<file path="config.mk">
export PLATFORM = sky130hd
export DESIGN_NAME = sync_stuff_tx
export DESIGN_NICKNAME = d
export VERILOG_FILES = /design/src/rtl/sync_stuff_pkg.sv /design/src/rtl/shadow_tracker.sv /design/src/rtl/sync_stuff_tx.sv
export SDC_FILE = /design/constraint.sdc
export NUM_CORES = 1
export LEC_CHECK = 0
export CAP_MARGIN = 20
export CORE_MARGIN = 2
export CORE_UTILIZATION = 53
export CTS_BUF_LIST = sky130_fd_sc_hd__clkbuf_16
export DETAILED_ROUTE_END_ITERATION = 10
export MAX_ROUTING_LAYER = met4
export PLACE_DENSITY = 0.78
export SLEW_MARGIN = 20
export SYNTH_ARGS = -nofsm -noshare
export SYNTH_HDL_FRONTEND = slang
export SYNTH_SLANG_ARGS = --single-unit
</file>
<file path="constraint.sdc">
create_clock -name clk -period 2.6 [get_ports clk]
set_input_delay 0.26 -clock clk [delete_from_list [all_inputs] [get_ports clk]]
set_output_delay 0.26 -clock clk [all_outputs]
set_load 0.03 [all_outputs]
</file>
<file path="src/rtl/sync_stuff_pkg.sv">
// Shared types and constants for the 1101-sync framing transmitter.
// The recognizer step function is shared by the tracker and the transmitter.
package sync_stuff_pkg;

  typedef enum logic [1:0] {IDLE, SYNC, DATA, STUFF} tx_state_t;
  typedef enum logic [1:0] {R0, R1, R2, R3} shadow_t;

  localparam logic [3:0] SYNC_PATTERN = 4'b1101;
  localparam int         SYNC_LEN     = 4;

  // One step of the overlapping 1101 recognizer: R1="1", R2="11", R3="110".
  function automatic shadow_t next_shadow(input shadow_t s, input logic b);
    case (s)
      R0:      return b ? R1 : R0;
      R1:      return b ? R2 : R0;
      R2:      return b ? R2 : R3;
      default: return b ? R1 : R0;
    endcase
  endfunction

endpackage

</file>
<file path="src/rtl/shadow_tracker.sv">
// Registered state of an overlapping 1101 recognizer watching a serial line.
module shadow_tracker
  import sync_stuff_pkg::*;
(
  input  logic    clk,
  input  logic    reset,
  input  logic    bit_in,
  output shadow_t shadow
);

  // NOTE: sequential state is always written with <= so every register
  // samples the pre-edge values of its neighbours.
  always_ff @(posedge clk) begin
    if (reset) shadow <= R0;
    else       shadow <= next_shadow(shadow, bit_in);
  end

endmodule

</file>
<file path="src/rtl/sync_stuff_tx.sv">
// Frames a parallel word as 1101 + payload (MSB first) on line w, inserting
// stuff 0s so a downstream 1101 recognizer only ever fires on the sync marker.
module sync_stuff_tx
  import sync_stuff_pkg::*;
#(
  parameter int DATA_W = 8
) (
  input  logic              clk,
  input  logic              reset,
  input  logic [DATA_W-1:0] data_in,
  input  logic              valid_in,
  output logic              ready_out,
  output logic              w,
  output logic              busy,
  output logic              frame_done
);

  localparam int CNT_W = $clog2(DATA_W + 1);

  tx_state_t         state;
  shadow_t           shadow;
  logic [DATA_W-1:0] sreg;
  logic [CNT_W-1:0]  cnt;
  logic [1:0]        sync_idx;
  logic              w_nxt;

  logic accept, bits_left, sync_last, in_payload, do_bit, do_stuff;

  assign ready_out  = (state == IDLE) && (shadow != R3) && !reset;
  assign accept     = valid_in && ready_out;
  assign bits_left  = (cnt != CNT_W'(DATA_W));
  assign sync_last  = (sync_idx == 2'(SYNC_LEN - 1));
  assign in_payload = (state == SYNC && sync_last) || state == DATA || state == STUFF;
  assign do_stuff   = in_payload && bits_left && (shadow == R3);
  assign do_bit     = in_payload && bits_left && (shadow != R3);

  // The tracker consumes the bit about to be registered onto w, so its
  // output always reflects the line including the current cycle's w.
  always_comb begin
    // NOTE: w_nxt gets a default first so no path through this block can
    // leave it unassigned and infer a latch.
    w_nxt = 1'b0;
    if (state == IDLE)                 w_nxt = accept & SYNC_PATTERN[SYNC_LEN-1];
    else if (state == SYNC && !sync_last) w_nxt = SYNC_PATTERN[2'(SYNC_LEN-2) - sync_idx];
    else if (do_bit)                   w_nxt = sreg[DATA_W-1];
  end

  shadow_tracker u_shadow (
    .clk    (clk),
    .reset  (reset),
    .bit_in (w_nxt),
    .shadow (shadow)
  );

  always_ff @(posedge clk) begin
    if (reset) begin
      state      <= IDLE;
      w          <= 1'b0;
      busy       <= 1'b0;
      frame_done <= 1'b0;
      // NOTE: the payload register is reset only to keep simulation free of
      // X; it is always reloaded on accept before being shifted out.
      sreg       <= '0;
      cnt        <= '0;
      sync_idx   <= '0;
    end else begin
      w          <= w_nxt;
      frame_done <= do_bit && (cnt == CNT_W'(DATA_W - 1));
      case (state)
        IDLE: begin
          if (accept) begin
            sreg     <= data_in;
            cnt      <= '0;
            sync_idx <= '0;
            state    <= SYNC;
            busy     <= 1'b1;
          end
        end
        default: begin
          if (state == SYNC && !sync_last) begin
            sync_idx <= sync_idx + 2'd1;
          end else if (do_bit) begin
            sreg  <= {sreg[DATA_W-2:0], 1'b0};
            cnt   <= cnt + CNT_W'(1);
            state <= DATA;
          end else if (do_stuff) begin
            state <= STUFF;
          end else begin
            state <= IDLE;
            busy  <= 1'b0;
          end
        end
      endcase
    end
  end

endmodule

</file>
* Word level (Yosys, flattened, before mapping) *
Cells that the tools add are included.

word-level totals
  output and inout bits = 4
  register bits = 21

cells by class
  add/subtract/negate cells = 3
  multiplexer cells = 30
  reduce and logical (&&, ||, !) cells = 20
  eq/ne operators = 14
  magnitude comparators = 1

operators with widths
  operator                                              count
  two-way mux 8 bit                                     4
  two-way mux 2 bit                                     9
  two-way mux 4 bit                                     4
  two-way mux 1 bit                                     11
  equality test 2 bit (second input constant)           5
  logical AND 1 bit                                     9
  != test 2 bit (second input constant)                 3
  adder 4 x 1 -> 4 bit (second input constant)          1
  equality test 2 x 1 -> 1 bit (second input constant)  2
  equality test 4 x 3 -> 1 bit (second input constant)  1
  != test 2 x 1 -> 1 bit (second input constant)        2
  != test 4 bit (second input constant)                 1
  case mux 2 bit (2 select lines)                       1
  AND reduction 2 bit                                   2
  AND reduction 4 bit                                   1
  nonzero test 2 bit                                    2
  < comparator 2 x 3 -> 1 bit (second input constant)   1
  AND reduction 3 bit                                   1
  adder 2 x 1 -> 2 bit (second input constant)          1
  binary-select mux 1 bit (select 2 bit)                1
  zero test 1 bit                                       2
  zero test 2 bit                                       1
  logical OR 1 bit                                      2
  subtractor 2 bit (first input constant)               1

* Depth between registers and ports, before layout *
  depth in word-level cells = 11
  depth in mapped cells = 7
  mapped depth without buffers = 6

* Hierarchy *
From an unflattened synthesis, not the netlist that was laid out.

second synthesis, totals
  cell total of the unflattened synthesis = 116
  area, all modules = 1079.8 µm²

modules (own cells, without submodules)
  module          seq. area each (µm²)  area an instance (µm²)  cells an instance  instances
  sync_stuff_tx   380.4                 979.7                   105                1
  shadow_tracker  40.0                  100.1                   11                 1

* Worst setup path after synthesis *
No wires, ideal clock.

  kind = flip-flop to flip-flop
  start point = reg u_shadow.shadow[0]
  end point = reg sync_idx[1]
  clock period less this slack = 1.915 ns
  required time = 2.471 ns
  cell stages (with the launch flop) = 8
  library setup time = 0.129 ns
  arrival = 1.787 ns
  setup slack = 0.685 ns
  buffers on the path = 1
  cells stage by stage = dfxtp_1 ha_1 buf_6 or4_4 inv_1 a21boi_0 a21oi_1 nor2_1

on the way
  longest elaborated chain between the ends = 6

RTL lines
  element                               RTL line              RTL
  from (decl)                           shadow_tracker.sv:8   output shadow_t shadow
  from (signal assigned)                shadow_tracker.sv:15  else shadow <= next_shadow(shadow, bit_in);
  != test 2 bit                         sync_stuff_tx.sv:29   assign ready_out = (state == IDLE) && (shadow != R3) && !reset;
  logical AND 1 bit (2 in series)       sync_stuff_tx.sv:29
  net ready_out                         sync_stuff_tx.sv:12   output logic ready_out,
  logical AND 1 bit                     sync_stuff_tx.sv:30   assign accept = valid_in && ready_out;
  != test 2 bit (no source line)        --
  AND reduction 2 bit (no source line)  --
  to (signal assigned)                  sync_stuff_tx.sv:81   sync_idx <= sync_idx + 2'd1;
  to (decl)                             sync_stuff_tx.sv:24   logic [1:0] sync_idx;

The timed path passes the listed nets, and every way through them passes these cells.
A chain may end at the register's enable or synchronous reset.

* Worst setup path after layout *
  start point = reg u_shadow.shadow[0]
  end point = out ready_out

on the way
  longest elaborated chain between the ends = 3

RTL lines
  element                          RTL line
  != test 2 bit                    sync_stuff_tx.sv:29
  logical AND 1 bit (2 in series)  sync_stuff_tx.sv:29
  to (decl)                        sync_stuff_tx.sv:12

Every way passes these cells.

==> summary.md <==
| Metric | Value |
|---|---|
| Yosys reg bits | `21` |
| Final WL | `2.235 mm` |
| First-pass GRT wire length | `3.712 mm` |
| DR WL/cell | `13.88 um` |
| Multi-input combinational cell area | `601.8 sq um` |
| Num ports | `15` |
| Critical path required time | `2340 ps` |
| Full die area | `2453 sq um` |
| Pint | `586.3 uW` |
| Tightest Pin Transition | `591.6 ps` |
| R2R Path End | `sreg[3]$_SDFFE_PP0P_` |
| Synth area leaders | `dfxtp_1, ha_1, nor2_1` |
| CP cell instances | `ha_1 -> or4_4 -> inv_1 -> buf_4` |
| Clk Latency, worst-skew pair | `250 ps` |
| CTS Buf Count | `3` |
| Final setup viols | `0` |
| Largest family of logic cells by synthesized area | `compound AO/OA/AOI/OAI gates` |
| Drt pass-1 iters | `4` |
| ANT nets after route | `0` |
| Number of cells on the critical path | `4` |
| Hold Path Class | `flop to flop` |
| Starting density of the core | `0.5599` |
| Post-Synth Adder-Cell Area | `0.07973` |
| Most common cell after layout, fill and taps aside | `dfxtp_1` |
| Ant. Diodes | `0` |
| Post-layout util | `0.6658` |
| Crit Path Category | `flop to output port` |
| Simple-Gate Fraction of Synth Area | `0.2016` |
| Total negative slack | `0 ps` |
| Clock Path Buffers | `2` |
| Rel. slew slack | `0.6041` |
| Final Instance Area | `1306 sq um` |
| Final period utilization | `0.8035` |
| Crit path buf inv count | `2` |
| CTS H-tree lvls | `1` |
| CTS tree | `yes` |
| Crit. Startpoint | `u_shadow.shadow[0]$_SDFF_PP0_` |
| Layout Area Growth over Synthesis | `18.91%` |
| Clock root buffer | `clkbuf_16` |
| Reg-to-Reg Start | `u_shadow.shadow[0]$_SDFF_PP0_` |
| Post-synth top flop | `dfxtp_1` |
| Post-CTS setup buffer count | `0` |
| Pwr/cell area | `584.2 nW/um^2` |
| Routed via count | `901` |
| Worst-path cell with the longest stage delay | `or4_4` |
| Storage element area | `420.4 sq um` |
| Number of I/O port buffers | `14` |
| Register area share after synthesis | `0.3827` |
| Fill count | `173` |
| Nets | `153` |
| Worst reg2reg path depth | `5` |
| Syn nets | `140` |
| Critical Path AT | `1830 ps` |
| Dpl ws | `592.8 ps` |
| Vias per cell | `5.596` |
| Die Wd | `49.53 um` |
| Asr flop ratio synth | `0` |
| Most frequent cells in the layout | `dfxtp_1, nor2_1, clkdlybuf4s50_1` |
| Post-CTS Hold Buffers | `0` |
| Startpoint Class | `flop` |
| Synthesized area | `1099 sq um` |
| Reg2reg setup slack | `570 ps` |
| Library cells used by synthesis | `36` |
| Synth Area in XOR/XNOR | `0.007973` |
| Post-synth top area share | `0.3827` |
| Dpl hpwl | `1.567 mm` |
| Placed cell areas | `1227 sq um` |
| Area leader, netlist | `dfxtp_1` |
| Clock group share of total power | `0.420` |
| Top cell family by delay on the critical path | `simple AND/OR/NAND/NOR gates` |
| Sw frac | `0.2317` |
| Total grt overflow | `0` |
| Iter 0 DRT Violations | `11` |
| Final worst-path setup slack | `510.9 ps` |
| CP Max Fanout | `9` |
| Syn Inst Count | `122` |
| Largest net degree at the start of global routing | `21` |
| Initial antenna violation count | `0` |
| Final GP Congestion | `0.8399` |
| CP endpoint | `ready_out` |
| Fmax | `478.7 MHz` |
| Slew Limit Fails | `0` |
| Synth warn | `0` |
| Leak Pwr | `0.0005004 uW` |
| Min-Delay Startpoint | `sreg[0]$_SDFFE_PP0P_` |
| Post-Syn Area per Cell | `9.005 sq um` |
| Layout Skew | `1.638 ps` |
| Switch Pwr | `176.8 uW` |
| Max VDD drop | `0.0004735 V` |
| CORE AREA | `1962 sq um` |
| Combinational share of power | `0.124` |
| RSZ-0062 raised after global routing | `false` |
| Reg power frac | `0.457` |
| Endpoint class of the critical path | `output port` |
| Reg clk slew, reported paths | `60 ps` |
| DRC violations left | `0` |
| Power Total | `763.0 uW` |
| Post-layout min period | `2089 ps` |
| Die span in y | `49.53 um` |
| Synth Area in Compound Gates | `0.2403` |
| Number of synthesized flops with an enable pin | `0` |
| Status | `finished clean` |
| Final Hold Fails | `0` |
| Post-synthesis mux area share | `0.01822` |
| Clock Sinks | `21` |
| CP max stage delay | `550 ps` |
| Total track usage | `0.2050` |
| Vias in the first global route | `845` |
| Share of cells above drive strength 1 | `0.08955` |
| Max cap viols | `0` |
| Core Rows | `16` |
| Post_cts resized | `0` |
## cell type report
cell class	count	area share
Clock inverter	1	0.002874
Tap cell	27	0.02586
Clock buffer	3	0.05747
Sequential cell	21	0.3218
Inverter	7	0.02011
Multi-Input combinational cell	87	0.4607
Timing Repair Buffer	15	0.1111
## cell usage after synthesis, drive strengths merged (2+ instances only)
library cell / number
a21boi: 2
nor3: 3
o21ai: 10
a311oi: 7
nand2: 11
a21oi: 7
o32a: 2
nand3: 2
ha: 7
nor2: 17
dfxtp: 21
buf: 5
and3b: 2
or3: 2
mux2i: 2
inv: 7
clkbuf: 2
## power by group through the flow
| stage | Combinational [uW] | Clock [uW] | Sequential [uW] |
|---|---|---|---|
| after floorplan | 62.9 | 0 | 355 |
| after global placement | 91.8 | 0 | 355 |
| after detailed placement | 93.9 | 0 | 355 |
| after CTS | 95.2 | 321 | 348 |
| after global routing | 104 | 340 | 350 |
| final | 94.3 | 320 | 348 |
## worst min-delay path by stage
stage | to | slack, ps | cells after the start
finish | sreg[0]$_SDFFE_PP0P_ | 490 | 2
global route | sreg[5]$_SDFFE_PP0P_ | 530 | 2
CTS | sreg[0]$_SDFFE_PP0P_ | 490 | 2
detailed placement | sreg[0]$_SDFFE_PP0P_ | 470 | 2
global placement | sreg[0]$_SDFFE_PP0P_ | 470 | 2
floorplan | sreg[3]$_SDFFE_PP0P_ | 420 | 2
## per-stage QoR
step	std cells	hold WS [ps]
2_1_floorplan	122	419.0
3_3_place_gp	157	468.4
3_5_place_dp	157	473.8
4_1_cts	161	494.4
5_1_grt	161	532.1
6_report	161	490.4
## state kept, by name, indices dropped and copies added, names as in the netlist
register,count
busy,1
cnt,4
frame_done,1
sreg,8
state,2
sync_idx,2
u_shadow.shadow,2
w,1
## worst reg2reg max path, delay by kind of cell (launching register included)
kind	cells	cell delay, ps
and+or+nand+nor	2	660
AOI/OAI and AO/OA	2	620
DFF	1	330
adders and majority gates	1	330
## per-layer routing
metal	vias up	GRT usage	part of all wire
met5	-	-	0
met4	0	0.09722	0.030
met3	9	0.06364	0.035
met2	18	0.3511	0.50
met1	416	0.2131	0.43
li1	458	-	-
## kinds of logic after synthesis
kind of cell,after synthesis
adders and majority gates,7
AOI/OAI and AO/OA,32
buffers and inverters,14
xor gates and xnor gates,1
DFF,21
and+or+nand+nor,45
muxes,2
Note: power is estimated with default switching activity, not from simulation.
